File: config.mk
export PLATFORM = sky130hd
export DESIGN_NAME = fp_to_fixed
export DESIGN_NICKNAME = d
export VERILOG_FILES = /design/src/rtl/fp_to_fixed.sv
export SDC_FILE = /design/constraint.sdc
export NUM_CORES = 1
export LEC_CHECK = 0
export ABC_CLOCK_PERIOD_IN_PS = 3500
export CAP_MARGIN = 10
export CORE_ASPECT_RATIO = 0.7
export CORE_MARGIN = 4
export CORE_UTILIZATION = 25
export DETAILED_ROUTE_END_ITERATION = 10
export SYNTH_ARGS = -nofsm -noshare
export SYNTH_HDL_FRONTEND = slang
export SYNTH_SLANG_ARGS = --single-unit
File: constraint.sdc
create_clock -name clock -period 3.5 [get_ports clock]
set_clock_uncertainty 0.2 [all_clocks]
set_input_delay 0.525 -clock clock [delete_from_list [all_inputs] [get_ports clock]]
set_output_delay 0.525 -clock clock [all_outputs]
set_load 0.03 [all_outputs]
File: src/rtl/fp_to_fixed.sv
// rtl/fp_to_fixed.sv - custom float to signed fixed-point decoder, three-stage valid pipeline.
// Optional round-half-away-from-zero when FP_TO_FIXED_ROUND_EN is defined.
module fp_to_fixed #(
  parameter int EXP     = 8,
  parameter int MANT    = 7,
  parameter int WIDTH   = 1 + EXP + MANT,
  parameter int FIXW    = 16,
  parameter int FRAC    = 8,
  parameter int LCYCLES = 3
) (
  input  logic             clock,
  input  logic             clock_sreset_n,
  input  logic             data_valid,
  input  logic [WIDTH-1:0] dataa,
  output logic             result_valid,
  output logic [FIXW-1:0]  result,
  output logic             overflow
);

  localparam int BIAS = 2**(EXP-1) - 1;
  localparam logic signed [EXP+1:0] SH_OFF = (EXP+2)'(FRAC - MANT - BIAS);
  localparam logic signed [EXP+1:0] SH_MAX = (EXP+2)'(FIXW + 1);
  localparam logic [FIXW+1:0] POS_MAX = (FIXW+2)'(2**(FIXW-1) - 1);
  localparam logic [FIXW+1:0] NEG_MAX = (FIXW+2)'(2**(FIXW-1));

  if (LCYCLES != 3) begin : g_bad_lcycles
    $error("fp_to_fixed supports LCYCLES=3 only");
  end

  logic                   s1_valid_q, s1_valid_d;
  logic                   s1_sign_q, s1_sign_d;
  logic [MANT:0]          s1_m_q, s1_m_d;
  logic signed [EXP+1:0]  s1_sh_q, s1_sh_d;

  logic                   s2_valid_q, s2_valid_d;
  logic                   s2_sign_q, s2_sign_d;
  logic [FIXW:0]          s2_mag_q, s2_mag_d;
  logic                   s2_ovf_q, s2_ovf_d;
`ifdef FP_TO_FIXED_ROUND_EN
  logic                   s2_guard_q, s2_guard_d;
`endif

  logic                   result_valid_q, result_valid_d;
  logic [FIXW-1:0]        result_q, result_d;
  logic                   overflow_q, overflow_d;

  // Stage 1: unpack, build the significand and the net shift toward the fixed-point grid.
  always_comb begin
    s1_valid_d = data_valid & clock_sreset_n;
    s1_sign_d  = s1_sign_q;
    s1_m_d     = s1_m_q;
    s1_sh_d    = s1_sh_q;
    if (data_valid) begin
      s1_sign_d = dataa[WIDTH-1];
      s1_m_d    = {(|dataa[WIDTH-2:0]), dataa[MANT-1:0]};
      s1_sh_d   = {2'b00, dataa[WIDTH-2:MANT]} + SH_OFF;
    end
  end

  logic [MANT+FIXW+1:0] s2_wide;
  logic [EXP+1:0]       s2_nsh;
`ifdef FP_TO_FIXED_ROUND_EN
  logic [MANT+1:0]      s2_right;
`else
  logic [MANT:0]        s2_right;
`endif

  // Stage 2: shift; left shifts keep a sticky flag for anything above FIXW+1 bits.
  always_comb begin
    s2_valid_d = s1_valid_q & clock_sreset_n;
    s2_sign_d  = s2_sign_q;
    s2_mag_d   = s2_mag_q;
    s2_ovf_d   = s2_ovf_q;
`ifdef FP_TO_FIXED_ROUND_EN
    s2_guard_d = s2_guard_q;
`endif
    s2_wide  = {{(FIXW+1){1'b0}}, s1_m_q} << s1_sh_q;
    s2_nsh   = -s1_sh_q;
`ifdef FP_TO_FIXED_ROUND_EN
    s2_right = {s1_m_q, 1'b0} >> s2_nsh;
`else
    s2_right = s1_m_q >> s2_nsh;
`endif
    if (s1_valid_q) begin
      s2_sign_d = s1_sign_q;
      if (!s1_sh_q[EXP+1]) begin
        s2_mag_d = s2_wide[FIXW:0];
        s2_ovf_d = (s1_sh_q > SH_MAX) ? (|s1_m_q) : (|s2_wide[MANT+FIXW+1:FIXW+1]);
`ifdef FP_TO_FIXED_ROUND_EN
        s2_guard_d = 1'b0;
`endif
      end else begin
        s2_ovf_d = 1'b0;
`ifdef FP_TO_FIXED_ROUND_EN
        s2_mag_d   = {{(FIXW-MANT){1'b0}}, s2_right[MANT+1:1]};
        s2_guard_d = s2_right[0];
`else
        s2_mag_d   = {{(FIXW-MANT){1'b0}}, s2_right};
`endif
      end
    end
  end

  logic [FIXW+1:0] s3_mag;
  logic            s3_sat;

  // Stage 3: optional rounding, asymmetric saturation, two's-complement negate.
  always_comb begin
    result_valid_d = s2_valid_q & clock_sreset_n;
    result_d       = result_q;
    overflow_d     = overflow_q;
`ifdef FP_TO_FIXED_ROUND_EN
    s3_mag = {1'b0, s2_mag_q} + {{(FIXW+1){1'b0}}, s2_guard_q};
`else
    s3_mag = {1'b0, s2_mag_q};
`endif
    s3_sat = s2_ovf_q | (s2_sign_q ? (s3_mag > NEG_MAX) : (s3_mag > POS_MAX));
    if (s2_valid_q) begin
      overflow_d = s3_sat;
      if (s3_sat) begin
        result_d = s2_sign_q ? {1'b1, {(FIXW-1){1'b0}}} : {1'b0, {(FIXW-1){1'b1}}};
      end else begin
        result_d = s2_sign_q ? -s3_mag[FIXW-1:0] : s3_mag[FIXW-1:0];
      end
    end
  end

  always_ff @(posedge clock) begin
    if (!clock_sreset_n) begin
      s1_valid_q     <= 1'b0;
      s1_sign_q      <= 1'b0;
      s1_m_q         <= '0;
      s1_sh_q        <= '0;
      s2_valid_q     <= 1'b0;
      s2_sign_q      <= 1'b0;
      s2_mag_q       <= '0;
      s2_ovf_q       <= 1'b0;
`ifdef FP_TO_FIXED_ROUND_EN
      s2_guard_q     <= 1'b0;
`endif
      result_valid_q <= 1'b0;
      result_q       <= '0;
      overflow_q     <= 1'b0;
    end else begin
      s1_valid_q     <= s1_valid_d;
      s1_sign_q      <= s1_sign_d;
      s1_m_q         <= s1_m_d;
      s1_sh_q        <= s1_sh_d;
      s2_valid_q     <= s2_valid_d;
      s2_sign_q      <= s2_sign_d;
      s2_mag_q       <= s2_mag_d;
      s2_ovf_q       <= s2_ovf_d;
`ifdef FP_TO_FIXED_ROUND_EN
      s2_guard_q     <= s2_guard_d;
`endif
      result_valid_q <= result_valid_d;
      result_q       <= result_d;
      overflow_q     <= overflow_d;
    end
  end

  assign result_valid = result_valid_q;
  assign result       = result_q;
  assign overflow     = result_valid_q & overflow_q;

endmodule
; ---- After elaboration in Yosys (flattened, before gate mapping)
; Cells that the tools add are included.
[totals]
output_inout_bits = 18
in_bits = 19
latch_bits = 0
ramBits = 0
ff_bits = 58
elab_cells = 34
mem_bits_ro = 0
mem_count = 0
[classes]
order_cmp = 3
shift = 2
n_eq_ne = 0
multipliers = 0
bitwise = 5
mux = 7
n_reduce_logical = 3
add_sub_neg = 3
div = 0
[op_table]
columns = cell, n
row1 = 2-to-1 mux 16 bit, 3
row2 = << shifter 8 x 10 -> 25 bit, 1
row3 = greater-than comparator 17 x 15 -> 1 bit (second input constant), 1
row4 = greater-than comparator 17 x 16 -> 1 bit (second input constant), 1
row5 = 2-to-1 mux 17 bit, 1
row6 = negator 16 bit, 1
row7 = OR reduction 8 bit, 2
row8 = OR reduction 15 bit, 1
row9 = adder 9 x 8 -> 10 bit (second input constant), 1
row10 = greater-than comparator 10 x 6 -> 1 bit (second input constant), 1
row11 = negator 10 bit, 1
row12 = >> shifter 8 x 10 -> 8 bit, 1
row13 = AND 1 bit, 4
row14 = 2-to-1 mux 1 bit, 3
row15 = OR 1 bit, 1

; ---- Logic depth before layout (Yosys ltp)
; Gate-level depths: netlist of run 1.
[logic_depth]
word_depth = 4
mapped_depth = 10
depth_no_buf = 8

; ---- Worst setup path after synthesis of run 1
; No wires, ideal clock.
[synth_timing]
kind = register -> register
startpoint = register s1_sh_q[0]
endpoint = register s2_mag_q[0]
n_path_buf = 1
t_required_ns = 3.230
stages_incl_launch_ff = 9
setup_ns = 0.070
arrival_ns = 2.165
slack_ns = 1.065
period_less_slack_ns = 2.435
cell_sequence = dfxtp_1 inv_1 clkbuf_1 ha_1 xor2_1 mux4_2 nor2_1 a31oi_1 a21oi_1
[synth_between]
elab_chain_cells = 3
word_cells_on_any_way = 4
classes_between = add/sub (1) / shift (2) / mux (1)
[synth_rtl]
columns = item, line_no
row1 = start: declaration, 33  ; logic signed [EXP+1:0] s1_sh_q, s1_sh_d;
row2 = start signal: assignment, 148  ; s1_sh_q <= s1_sh_d;
row3 = negator 10 bit, 78  ; s2_nsh = -s1_sh_q;
row4 = >> shifter 8 x 10 -> 8 bit, 82  ; s2_right = s1_m_q >> s2_nsh;
row5 = 2-to-1 mux 17 bit (*), 86  ; if (!s1_sh_q[EXP+1]) begin
row6 = end signal: assignment, 151  ; s2_mag_q <= s2_mag_d;
row7 = end: declaration, 37  ; logic [FIXW:0] s2_mag_q, s2_mag_d;
; Every way passes the cells marked *; elsewhere a longest branch is shown, timed or not.
; A chain may end at the register's enable or synchronous reset.

; ---- Worst setup path in the final report of run 1
; Same ends and word-level chain as after synthesis.

==> results.txt, run 1 <==
* Worst slew margin relative to its limit: 42.5%
- Pre-Repair DR Iteration Count: 5
- # resized after CTS: 0
- Chip width: 155 um
- Leading cell types in the layout, fill and taps excluded: sky130_fd_sc_hd__dfxtp_1 (58), sky130_fd_sc_hd__nand2_1 (45), sky130_fd_sc_hd__mux2i_1 (36), sky130_fd_sc_hd__clkdlybuf4s50_1 (36), sky130_fd_sc_hd__nor2b_1 (29)
* Number of antenna violations at the first check in global routing: 0
- DP HPWL: 7810 um
* Via count of the first global-routing pass: 3453
* Async set or reset register ratio after synthesis: 0%
- Leakage Power: 1.78 nW
* Final Max Tran Viols: 0
* Overall power consumption: 2.12 mW
- During synthesis, Yosys emitted a total of 0 warnings.
- In the synthesized netlist, the number of instances is 466.
- GRT Overall Usage: 12.7%
- Unrepaired setup endpoints after global routing: false
- TritonCTS built the clock tree.
- The worst hold path begins at result[15].
- First-pass GRT wire length: 18000 um
- Req. time, crit path: 3.55 ns
- Max-cap violations in this run came to 0.
- Largest net degree at the start of global routing: 33
- Share of post-route cells with drive strength above 1: 7.41%
- The later pin in the worst-skew pair is clocked with a latency of 0.33 ns.
- After global routing the overflow that remains totals 0.
- Area growth from synthesis to layout: 22.0%
* Detail-routed net length per standard cell: 15.8 um
* Crit share post-route: 74.8%
- Counting flops with a built-in enable in the synthesized netlist gives 0.
* Worst Tran Pin Value: 0.861 ns
- Data on the critical path arrives at its endpoint at 2.67 ns.
- Non-Filler Instances: 681
* RePlAce Congestion: 0.889
- Beginning of the critical path: s1_sh_q[0]
* Initial cell density of the core: 25.6%
- Counting cells, the worst reg-to-reg path comes to 7.
- Startpoint-to-endpoint class of the critical path: reg -> reg
* Crit Path Max Fanout: 13
* Kind of start point of the critical path: flip-flop
- Buffers inserted during clock tree synthesis total 9.
- After clock tree synthesis, the setup repair step added 0 buffers.
- The startpoint identified for the worst register-to-register timing path is s1_sh_q[0].
* HP Class: reg -> reg
- Averaged over all synthesized cells, the footprint is 8.12 um2.
* Synthesized netlist net count: 491
* ANT nets after route: 0
* Clk sink count: 58
- # DRC: 0
- Number of distinct library cells after synthesis: 60
- Height of the die: 111 um
- The floorplan has 37 rows.
* Final-report hold violation count: 0
- Routed vias/inst: 5.21
- Net total in the final layout: 506
- Via count: 3545
- Number of synthesized register bits: 58
- Sequential cell area fraction in the yosys report: 30.7%
- Final period demand of the worst path: 2.62 ns
- The synthesized netlist occupies a cell area of 3780 um2.
- Adding up every negative setup slack in the final design gives 0 ns.
* Clock transition at the register clock pins on the worst setup and hold paths after CTS: 0.06 ns
- The region available for standard cell placement spans 14800 um2.
- For this run, the top clock speed supported by timing is 0.382 GHz.
* Hold Path Cell Cnt: 2
- Number of design-rule violations left by the first detailed-router iteration: 373
* Quantity of hold-fixing buffers added after cts: 0
- The tree is rooted in a sky130_fd_sc_hd__clkbuf_16.
- The number of antenna diodes in the final layout is 0.
- Total wirelength of the detailed-routed design: 10800 um
- The floorplan step defined a die boundary enclosing 17200 um2.
- Most common cell after layout, fill and taps aside: sky130_fd_sc_hd__dfxtp_1
* Final Setup Violations: 0
* Number of levels the H-tree was split into: 3
- The number of placed instances, taps included, is 665.
- Top_reg_cell synth: sky130_fd_sc_hd__dfxtp_1
* CTS max path bufs: 2
- Peak supply drop: 0.229 mV
* Setup crit end kind: flip-flop
- Buffers placed on the I/O ports in this run total 36.
- Power per Cell Area: 460 nW/um2
- Run status: finished, final reports clean
- Pin placement for this block handled 37 I/O pins.
==> power breakdown <==
group	internal, mW	switching, mW	leakage [nW]
Clock	0.734	0.323	0.169
Sequential	0.686	0.0507	0.473
Combinational	0.144	0.187	1.13
==> cell usage after synthesis (9+ instances only) <==
cell                        n  area share (%)
sky130_fd_sc_hd__o22ai_1   13             2.1
sky130_fd_sc_hd__mux2i_1   36             9.5
sky130_fd_sc_hd__nor2b_1   29             4.8
sky130_fd_sc_hd__inv_1     17             1.7
sky130_fd_sc_hd__dfxtp_1   58              31
sky130_fd_sc_hd__nand2_1   45             4.5
sky130_fd_sc_hd__clkbuf_1  26             2.6
sky130_fd_sc_hd__o21ai_0   26             3.4
sky130_fd_sc_hd__nor2_1    26             2.6
sky130_fd_sc_hd__xnor2_1    9             2.1
sky130_fd_sc_hd__nand3_1   10             1.3
sky130_fd_sc_hd__a21oi_1   23             3.0
sky130_fd_sc_hd__nor3_1    12             1.6
sky130_fd_sc_hd__a22o_1    11             2.5
==> final timing paths <==
path                      end  slack [ns]
setup reg to reg  s2_mag_q[0]        0.88
hold / removal     result[15]        0.28
hold reg to reg    result[15]        0.28
setup / recovery  s2_mag_q[0]        0.88
==> worst max-delay path, stage by stage, from the launching register on <==
cell and delay [ns]:
sky130_fd_sc_hd__dfxtp_1 0.31, sky130_fd_sc_hd__inv_1 0.32, sky130_fd_sc_hd__ha_1 0.30, sky130_fd_sc_hd__xor2_1 0.49, sky130_fd_sc_hd__mux4_2 0.58, sky130_fd_sc_hd__nor2_1 0.12, sky130_fd_sc_hd__a31oi_1 0.06, sky130_fd_sc_hd__a21oi_1 0.17
==> stage by stage <==
stage | utilization (%) | worst slack, ns | hold WS (ns) | instance area, um2
floorplan | - | 1.07 | 0.264 | 3780
global placement | 28.9 | 1.06 | 0.251 | 4270
detailed placement | 28.9 | 0.947 | 0.268 | 4270
CTS | 31.3 | 0.920 | 0.283 | 4620
global route | 31.3 | 0.715 | 0.311 | 4620
finish | 31.3 | 0.881 | 0.277 | 4620
==> cell families after synthesis <==
group	share of synthesized area [%]
muxes	11.0
AOI/OAI and AO/OA	22.8
buffers and inverters	6.15
adders and majority gates	1.98
DFF	30.7
xor gates and xnor gates	3.24
and+or+nand+nor	24.2
==> state kept, by name, indices dropped and copies added, names as in the netlist <==
name          flops
s1_valid_q        1
s2_sign_q         1
result_valid      1
s1_sh_q          10
s2_valid_q        1
result           16
overflow_q        1
s2_mag_q         17
s1_m_q            8
s1_sign_q         1
s2_ovf_q          1
==> final cells by class <==
type | count | area, um2
Clock inverter | 4 | 97.6
Inverter | 17 | 63.8
Sequential cell | 58 | 1160
Clock buffer | 12 | 256
Tap cell | 195 | 244
Fill cell | 1532 | 10100
Multi-Input combinational cell | 353 | 2390
Timing Repair Buffer | 42 | 405
==> layer usage <==
metal / GRT usage [%] / part of all wire (%)
met4: 2.88 / 0.71
met2: 18.6 / 42
met5: 0 / 0
met3: 3.39 / 8.4
met1: 18.4 / 49
Power figures use the tool's default switching activity.
==> inputs of run 2 (changes only) <==
Settings changed: ABC_CLOCK_PERIOD_IN_PS 3500 to 2450.
Clock period 3.5 ns to 2.45 ns, I/O delays scaled along.
==> results.txt, run 2 (same netlist as run 1, synthesis figures left out) <==
- Final Setup Violations: 0 (unchanged)
* Via count: 3569 (+0.68%)
- Worst R2R Start: s1_sh_q[0]
* Worst Hold Endpoint: result[9]
* DP HPWL: 8000 um (+2.5%)
- s2_mag_q holds more flip-flops than any other register.
- Leakage Power: 1.84 nW (+3.4%)
* Total of buffers placed on input and output ports: 36 (unchanged)
* Endpoint arrival time on the critical path: 2.29 ns (-0.38 ns)
* ANT nets after route: 0 (unchanged)
- Crit Path Max Fanout: 11 (-2)
- Unrepaired setup endpoints after global routing: false
* Sequence of cells on the critical path: inv_1, ha_2, mux2i_1, mux4_2, nor2_1, a31oi_1, a21oi_1
- Setup crit end kind: flip-flop
- Grouping stages by cell kind, the critical path spends the most delay in multiplexers.
- The global route total overflow was 0 (unchanged).
* Worst-case hold slack: 0.267 ns (-0.00958 ns)
- The depth of the most critical reg-to-reg path was 7 (unchanged).
* Reg2reg end: s2_mag_q[0]
- In this run the worst setup path begins at s1_sh_q[0].
- The fill cell total of the finished layout is 1514 (-1.2%).
- The footprint of the multi-input gates came to 2390 um2 (+0.10%).
- Routed vias/inst: 5.14 (-1.2%)
* GRT Overall Usage: 12.7% (+0.080 points)
- The transition time of the tightest slew-check pin was 0.712 ns (-0.149 ns).
- The total count of hold-check failures in the final report was 0 (unchanged).
* Max Cap Viol: 0 (unchanged)
- Number of levels the H-tree was split into: 3 (unchanged)
- The ratio of final minimum period to clock period was 90.7% (+16 points).
- Critical-path cell with the highest stage delay: sky130_fd_sc_hd__mux4_2
- The number of buffers on the longest clock path was 2 (unchanged).
- The die outline width was 155 um (unchanged).
* Req. time, crit path: 2.52 ns (-1.03 ns)
- The later-pin clock latency in the skew report came to 0.33 ns (about the same).
- The remaining design rule violation count was 0 (unchanged).
* Clk sink count: 58 (unchanged)
- In the layout the commonest cells are sky130_fd_sc_hd__dfxtp_1 (58), sky130_fd_sc_hd__nand2_1 (45), sky130_fd_sc_hd__mux2i_1 (36), sky130_fd_sc_hd__clkdlybuf4s50_1 (36), sky130_fd_sc_hd__nor2b_1 (29).
* Register-to-register path setup slack: 0.23 ns (-0.65 ns)
* CTS tree: done
* Fraction of power spent switching nets: 27.2% (+0.83 points)
- The number of I/O pins came to 37 (unchanged).
- Final period demand of the worst path: 2.22 ns (-0.396 ns)
- Power per Cell Area: 619 nW/um2 (+35%)
- Height of the die: 111 um (unchanged)
- Net total in the final layout: 519 (+2.6%)
- Largest net degree at the start of global routing: 50 (+52%)
- Pre-Repair DR Iteration Count: 5 (unchanged)
- Final Max Tran Viols: 0 (unchanged)
- Worst slew margin relative to its limit: 52.5% (+9.9 points)
- The number of placed cells counting well taps came to 678 (+2.0%).
- The number of diodes was 0 (unchanged).
- Initial cell density of the core: 25.6% (unchanged)
- In this run the most critical hold path is launched from result[9].
- Kind of start point of the critical path: flip-flop
- The core region area is 14800 um2 (unchanged).
- The first-pass GRT wire length was 18100 um (+0.69%).
* Share of the core filled with cells in the final layout: 32.0% (+0.70 points)
- Run status: finished, final reports clean
* Area growth from synthesis to layout: 24.8%
- The cell-internal power is 2.13 mW (+36%).
- The part of the total power dissipated in sequential elements was 35.5% (+0.8 points).
* Quantity of hold-fixing buffers added after cts: 0 (unchanged)
- Peak supply drop: 0.420 mV (+83%)
* Total area of sequential cells: 1160 um2 (unchanged)
* Total CTS buffers: 9 (unchanged)
* Via count of the first global-routing pass: 3518 (+1.9%)
* Share of post-route cells with drive strength above 1: 10.0% (+2.6 points)
- Proportion of power drawn by combinational gates: 17.8% (+2.2 points)
* Number of design-rule violations left by the first detailed-router iteration: 328 (-12%)
* Relative contribution of the clock network to total power: 46.6% (-3.1 points)
- The clock transition at the registers of the reported paths was 0.05 ns (about the same).
- Max FFs per register: 17 (unchanged)
- The stage delay of the slowest cell on the critical path was 0.50 ns (-0.08 ns).
- RePlAce Congestion: 0.903 (+1.6%)
- Non-Filler Instances: 694 (+1.9%)
* Clock root buffer: sky130_fd_sc_hd__clkbuf_16
* Setup TNS: 0 ns (unchanged)
- The die area is 17200 um2 (unchanged).
* Reported net switching power: 0.796 mW (+42%)
- Peak clock frequency supported by timing: 0.450 GHz (+18%)
- The initial antenna violation count is 0 (unchanged).
* Most common cell after layout, fill and taps aside: sky130_fd_sc_hd__dfxtp_1
- The path class of the tightest hold or removal check is reg -> reg.
- Overall power consumption: 2.93 mW (+38%)
- Startpoint-to-endpoint class of the critical path: reg -> reg
- Crit path buffers/inverters: 1 (unchanged)
- The number of core rows is 37 (unchanged).
* Detail-routed net length per standard cell: 15.5 um (-1.8%)
- Total wirelength of the detailed-routed design: 10800 um (about the same)
- Hold Path Cell Cnt: 1 (-1)
[run 2: per-layer routing]
layer	share of wire [%]	track usage [%]	wire length, um
met5	0	0	0
met4	1.5	4.00	164
met3	7.7	3.36	825
met2	41	17.9	4440
met1	50	18.8	5330
[run 2: worst max path at each step]
stage / cells after the start / endpoint / slack, ns
after detailed placement: 7 / s2_mag_q[0] / 0.12
after CTS: 7 / s2_mag_q[0] / 0.11
after global routing: 7 / s2_mag_q[0] / 0.12
final: 7 / s2_mag_q[0] / 0.23
after global placement: 7 / s2_mag_q[0] / 0.25
after floorplan: 8 / s2_mag_q[0] / 0.02
[run 2: stage by stage]
stage               worst slack (ns)  instance area (um2)
floorplan                     0.0154                 3780
global placement               0.251                 4400
detailed placement             0.124                 4400
global route                   0.117                 4720
CTS                            0.111                 4720
finish                         0.227                 4720
[run 2: timing repair]
action                     in CTS  in global routing
gates resized for setup         0                  1
buffers inserted                0                  0
setup endpoints to repair       0                  1
[run 2: layout make-up]
type / count / share of cell area, %
multi-input cells: 353 / 50.7
repair buffers: 55 / 11.4
clock inverters: 5 / 1.64
inverters: 17 / 1.35
flip-flops and latches: 58 / 24.6
well taps: 195 / 5.17
clock buffers: 11 / 5.14
[run 2: power by group through the flow]
stage,Sequential [mW],Clock [mW],Combinational (mW)
finish,1.04,1.36,0.522
global route,1.05,1.42,0.571
CTS,1.04,1.38,0.515
detailed placement,1.06,0,0.513
global placement,1.06,0,0.506
floorplan,1.04,0,0.354
==> variant 1: new RTL, config.mk and constraints of run 1 <==
Take the reset off `s1_sh_q` and `result_q` and load them in a clocked block of their own.
--- a/src/rtl/fp_to_fixed.sv
+++ b/src/rtl/fp_to_fixed.sv
@@ -132,3 +132,2 @@
       s1_m_q         <= '0;
-      s1_sh_q        <= '0;
       s2_valid_q     <= 1'b0;
@@ -141,3 +140,2 @@
       result_valid_q <= 1'b0;
-      result_q       <= '0;
       overflow_q     <= 1'b0;
@@ -147,3 +145,2 @@
       s1_m_q         <= s1_m_d;
-      s1_sh_q        <= s1_sh_d;
       s2_valid_q     <= s2_valid_d;
@@ -156,5 +153,9 @@
       result_valid_q <= result_valid_d;
-      result_q       <= result_d;
       overflow_q     <= overflow_d;
     end
+  end
+
+  always_ff @(posedge clock) begin
+    s1_sh_q  <= s1_sh_d;
+    result_q <= result_d;
   end
Check against the original RTL: differs if clock_sreset_n is asserted again (counterexample within 4 cycles, from zero or initial values and one cycle with clock_sreset_n low); with clock_sreset_n held inactive, the same outputs for 10 cycles.
==> variant 1 against run 1 <==
  * Combinational power is 5% lower
  * Utilization is 0.069 points higher
  * Setup slack worse by 0.58 ns
  * Sequential cell count stayed put
  * Total power is 3.6% lower
  * Wire length is 1.7% higher
  * Area after synthesis is 1.2% lower
  * Final area is 0.41% lower
  * Highest routed layer unchanged
==> variant 1: results (changes against run 1) <==
On the critical path, the stage with the largest delay is an instance of sky130_fd_sc_hd__o21ai_0. Antenna cell count: 0 (unchanged). The number of max-slew violations in the final report is 0 (unchanged). Clock latency on the worst-skew pair, taken at its later pin, is 0.34 ns. Ranked by instance count, the synthesized netlist is headed by sky130_fd_sc_hd__nor2_1, sky130_fd_sc_hd__dfxtp_1, sky130_fd_sc_hd__a21oi_1. The vias after detailed routing is 3473 (-2.0%). The logs give 315 (-16%) for the number of DRC violations after detailed-routing iteration 0 and 0.315 ns (-0.632 ns) for the worst-case setup slack after placement. The half-perimeter wire length after placement was 8.13 mm (+4.1%); the number of buffers added for setup after CTS was 0 (unchanged). Clock-pin slew was measured on the worst setup and hold paths at 0.05 ns.

The class of the tightest hold or removal check was reg2reg. Initial antenna violation count: 0 (unchanged). The register bank with the most flops is s2_mag_q.

The number of port buffers is 36 (unchanged), and the total global-route track usage is 0.131 (+0.00452). The detailed-route wire length per cell came out at 16.8 um (+6.2%). The clock tree buffer depth is 2 (unchanged).

The logs give 452 (-7.9%) for the post-synthesis net count and 27 (-18%) for the largest net degree at the start of global routing. The arrival time of data at the critical path endpoint was 3.04 ns (+0.37 ns); the highest fanout seen on the critical path was 6 (-7). The static leakage is 1.62 nW (-9.0%), and the fraction of synthesis flops using an asynchronous set or reset pin is 0 (unchanged). The number of buffers created by CTS was 9 (unchanged). The logs give 17.6 mm (-2.1%) for the first-pass GRT wire length and 3260 (-5.6%) for the number of global-route vias before repair. The delay contributed by the slowest stage of the critical path was 0.59 ns.

The logs give 0 (unchanged) for the Yosys warning count and 63 (+5.0%) for the distinct cell type count of the synthesized netlist. The run gives 0.461 (+0.0359) as the worst relative slew slack. The run finished with clean final reports. For the routed metal-1 wirelength, the log shows 5.30 mm (+1.3%). In the synthesized netlist the dominant register cell turns out to be sky130_fd_sc_hd__dfxtp_1. The routability congestion estimate from global placement is 0.908 (+2.1%).

The highest layer touched by signal routing is met4. The run gives 477 (-5.7%) as the post-layout net count. Routed wire length on met3: 821 um (-9.0%). The layout cell share with drive strength beyond 1 is 0.0832 (+0.00908). Sequential fraction of the synthesis area: 0.380 (+0.0733). For the maximum ir drop on the vdd rail, the log shows 0.219 mV (-4.3%).

The number of search-and-repair iterations in the first detailed-routing pass was 5 (unchanged). In this run the clock root is driven by a sky130_fd_sc_hd__clkbuf_16. Ranked by total cell area, the synthesized netlist is headed by sky130_fd_sc_hd__edfxtp_1, sky130_fd_sc_hd__dfxtp_1, sky130_fd_sc_hd__mux2i_1. The total met2 wirelength after detailed routing was 4.59 mm (+0.99%); the number of enable flip-flop cells after synthesis was 26 (+26). The CTS H-tree depth was 3 (unchanged). The number of flip-flops in the largest register is 17 (unchanged), and the post-cts resize count is 0 (unchanged).
-- variant 1: cell types whose count changed after synthesis, sizes merged, moves of 5 or more --
cell and change:
a211oi +8, a21oi +7, a22o -9, buf -5, dfxtp -26, edfxtp +26, mux2i -11, nand2 -21
nor2 +18, nor2b -20, nor3 +7, o211a -6, o22ai -8
-- variant 1: path summary, 6_finish.rpt --
kind / start / end / slack [ns] / cells past startpoint
worst min register to register: overflow_q / overflow_q / 0.35 / 2
worst max register to register: s2_mag_q[0] / result[15] / 0.30 / 8
worst min-delay path: overflow_q / overflow_q / 0.35 / 2
worst max-delay path: s2_mag_q[0] / result[15] / 0.30 / 8
-- variant 1: cells by family (layout without fill, tap and decap cells) --
logic type / Yosys count / after routing / share of synthesized area
AO/OA/AOI/OAI: 114 / 114 / 0.206
XOR/XNOR: 15 / 15 / 0.0351
adder cells (fa/ha/maj): 6 / 6 / 0.0201
buffers and inverters: 49 / 79 / 0.0542
flip-flops: 58 / 58 / 0.380
multiplexers: 33 / 33 / 0.0970
AND/OR/NAND/NOR: 152 / 152 / 0.208
-- variant 1: final cells by class --
cell class	instances	area, um^2
fill	1521	10100
multi-input combinational	320	2120
sequential	58	1420
timing repair buffer	46	435
tap	195	244
clock buffer	11	243
clock inverter	5	77.6
inverter	17	63.8
-- variant 1: worst max-delay path, delay by kind of cell, from the launching register on --
family,cells,cell delay [ns]
flip-flops,1,0.35
AO/OA/AOI/OAI,3,1.06
adder cells (fa/ha/maj),1,0.18
AND/OR/NAND/NOR,3,1.03
buffers and inverters,1,0.09
-- variant 1: per-layer routing --
metal	vias to the layer above	global-route usage
met4	0	0.0479
li1	1633	-
met1	1666	0.186
met2	155	0.191
met5	-	0
met3	19	0.0359
-- variant 1: metrics by stage --
step | utilization | cell area [um^2] | std cells | hold slack [ns] | total power [mW]
CTS | 0.313 | 4600 | 652 | 0.360 | 2.06
global route | 0.313 | 4600 | 652 | 0.392 | 2.13
floorplan | - | 3740 | 427 | 0.271 | 0.998
detailed placement | 0.292 | 4280 | 636 | 0.345 | 1.11
global placement | 0.292 | 4280 | 636 | 0.322 | 1.10
finish | 0.313 | 4600 | 652 | 0.346 | 2.05
-- variant 1: where the power goes --
part           total [mW]  switching, mW  internal, mW
registers           0.781         0.0427         0.739
clock network       0.950          0.311         0.639
logic               0.315          0.181         0.134
total                2.05          0.535          1.51
==> variant 2: new RTL, settings of run 1 <==
Without the edit above. Set the parameter `FIXW` to 15 (it was 16).
--- a/src/rtl/fp_to_fixed.sv
+++ b/src/rtl/fp_to_fixed.sv
@@ -6,3 +6,3 @@
   parameter int WIDTH   = 1 + EXP + MANT,
-  parameter int FIXW    = 16,
+  parameter int FIXW    = 15,
   parameter int FRAC    = 8,
Ports: changed (resized result); port bits go from 37 to 36. The function was not compared with the original's and may differ.
==> variant 2 against run 1 <==
  * Hold slack improved by 0.0086 ns
  * Total power down 25%
  * Utilization fell by 0.82 points
  * Sequential power fell by 2%
  * Final area down 7.0%
  * Wire length is 8.1% lower
  * Setup slack lost 0.11 ns
  * Area after synthesis shrank 3.8%
  * Clock power shrank 50%
  * Non-clock buffer count up 3
  * Sequential cell count down 2
  * Critical path type unchanged
  * Highest routed layer unchanged
==> variant 2: results (changes against run 1) <==
The distinct cell type count of the synthesized netlist is 61 (+1.7%). For the maximum ir drop on the vdd rail, the log shows 0.177 mV (-23%). The worst relative slew slack is 0.450 (+0.0249), and the growth of design area from synthesis to finish is 18.0%. The delay contributed by the slowest stage of the critical path was 0.86 ns (+0.28 ns); the sequential fraction of the synthesis area was 0.308 (+0.00123).

The flow ran to the end, and the final reports show no timing, DRC or antenna violations. Layout cell share with drive strength beyond 1: 0.0766 (+0.00251). The first-pass GRT wire length was 16.2 mm (-10%); the instance count of the mapped netlist was 443 (-4.9%). The detailed-route wire length per cell is 15.3 um (-3.2%), and the number of buffers created by CTS is 5 (-4).

The clock input transition at the sequential cells of the worst setup and hold paths is 0.08 ns (+0.02 ns). The tools report the number of placed cells counting well taps as 639 (-3.9%). Highest fanout seen on the critical path: 22 (+9). The tools report the post-synthesis net count as 466 (-5.1%). The static leakage was 1.52 nW (-15%); the insertion delay of the later-clocked pin in the worst-skew pair was 0.30 ns (-0.03 ns).

The cell area after placement is 4140 um^2 (-2.9%). Sorting the synthesized cells by how often they occur yields sky130_fd_sc_hd__dfxtp_1, sky130_fd_sc_hd__nand2_1, sky130_fd_sc_hd__nor2_1. The routability congestion estimate from global placement is 0.901 (+1.4%), and the per-cell via count in the routed design is 5.15 (-0.98%).

The kind of cell with the highest combined delay along the critical path is compound AO/OA/AOI/OAI gates. The number of search-and-repair iterations in the first detailed-routing pass came out at 6 (+1). The half-perimeter wire length after placement was 7.51 mm (-3.9%); the CTS H-tree depth was 2 (-1). The post-layout net count is 479 (-5.3%), and the fill cell instance count of the final layout is 1500 (-2.1%).
-- variant 2: worst register-to-register path, delay by kind of cell (launching register included) --
family	cells	cell delay (ns)
DFF	1	0.86
AOI/OAI and AO/OA	4	1.37
and+or+nand+nor	2	0.25
-- variant 2: cell type report --
| cell class | instances | share of cell area |
|---|---|---|
| repair buffers | 45 | 0.0991 |
| inverters | 15 | 0.0131 |
| clock buffers | 5 | 0.0291 |
| well taps | 190 | 0.0554 |
| multi-input cells | 333 | 0.536 |
| flip-flops and latches | 56 | 0.261 |
| clock inverters | 3 | 0.00612 |
-- variant 2: kinds of logic (layout without fill, tap and decap cells) --
group | count (synthesis) | in the layout | share of synthesized area
and+or+nand+nor | 144 | 144 | 0.205
AOI/OAI and AO/OA | 121 | 121 | 0.226
DFF | 56 | 56 | 0.308
buffers and inverters | 54 | 68 | 0.0595
xor gates and xnor gates | 20 | 20 | 0.0481
adders and majority gates | 4 | 4 | 0.0138
muxes | 44 | 44 | 0.140
-- variant 2: final timing paths --
kind                                  from          end  slack [ns]  depth (start not counted)
worst max register to register  s1_sh_q[2]  s2_mag_q[3]        0.77                          6
worst min-delay path            result[14]   result[14]        0.29                          2
worst max-delay path            s1_sh_q[2]  s2_mag_q[3]        0.77                          6
worst min register to register  result[14]   result[14]        0.29                          2
-- variant 2: routing by layer --
| metal | global-route usage | part of all wire | up-vias |
|---|---|---|---|
| met5 | 0 | 0 | - |
| met4 | 0.0295 | 0.011 | 0 |
| met3 | 0.0258 | 0.053 | 11 |
| met2 | 0.185 | 0.44 | 82 |
| met1 | 0.165 | 0.50 | 1612 |
| li1 | - | - | 1630 |
-- variant 2: power groups by stage --
stage | Sequential, mW | Combinational, mW | Clock, mW
2_1_floorplan | 0.714 | 0.255 | 0
3_3_place_gp | 0.734 | 0.340 | 0
3_5_place_dp | 0.735 | 0.349 | 0
4_1_cts | 0.720 | 0.350 | 0.547
5_1_grt | 0.727 | 0.385 | 0.571
6_report | 0.721 | 0.351 | 0.529
-- variant 2: metrics by stage --
| stage | power (mW) | setup WS (ns) |
|---|---|---|
| 2_1_floorplan | 0.969 | 0.734 |
| 3_3_place_gp | 1.07 | 0.847 |
| 3_5_place_dp | 1.08 | 0.857 |
| 4_1_cts | 1.62 | 0.835 |
| 5_1_grt | 1.68 | 0.658 |
| 6_report | 1.60 | 0.768 |
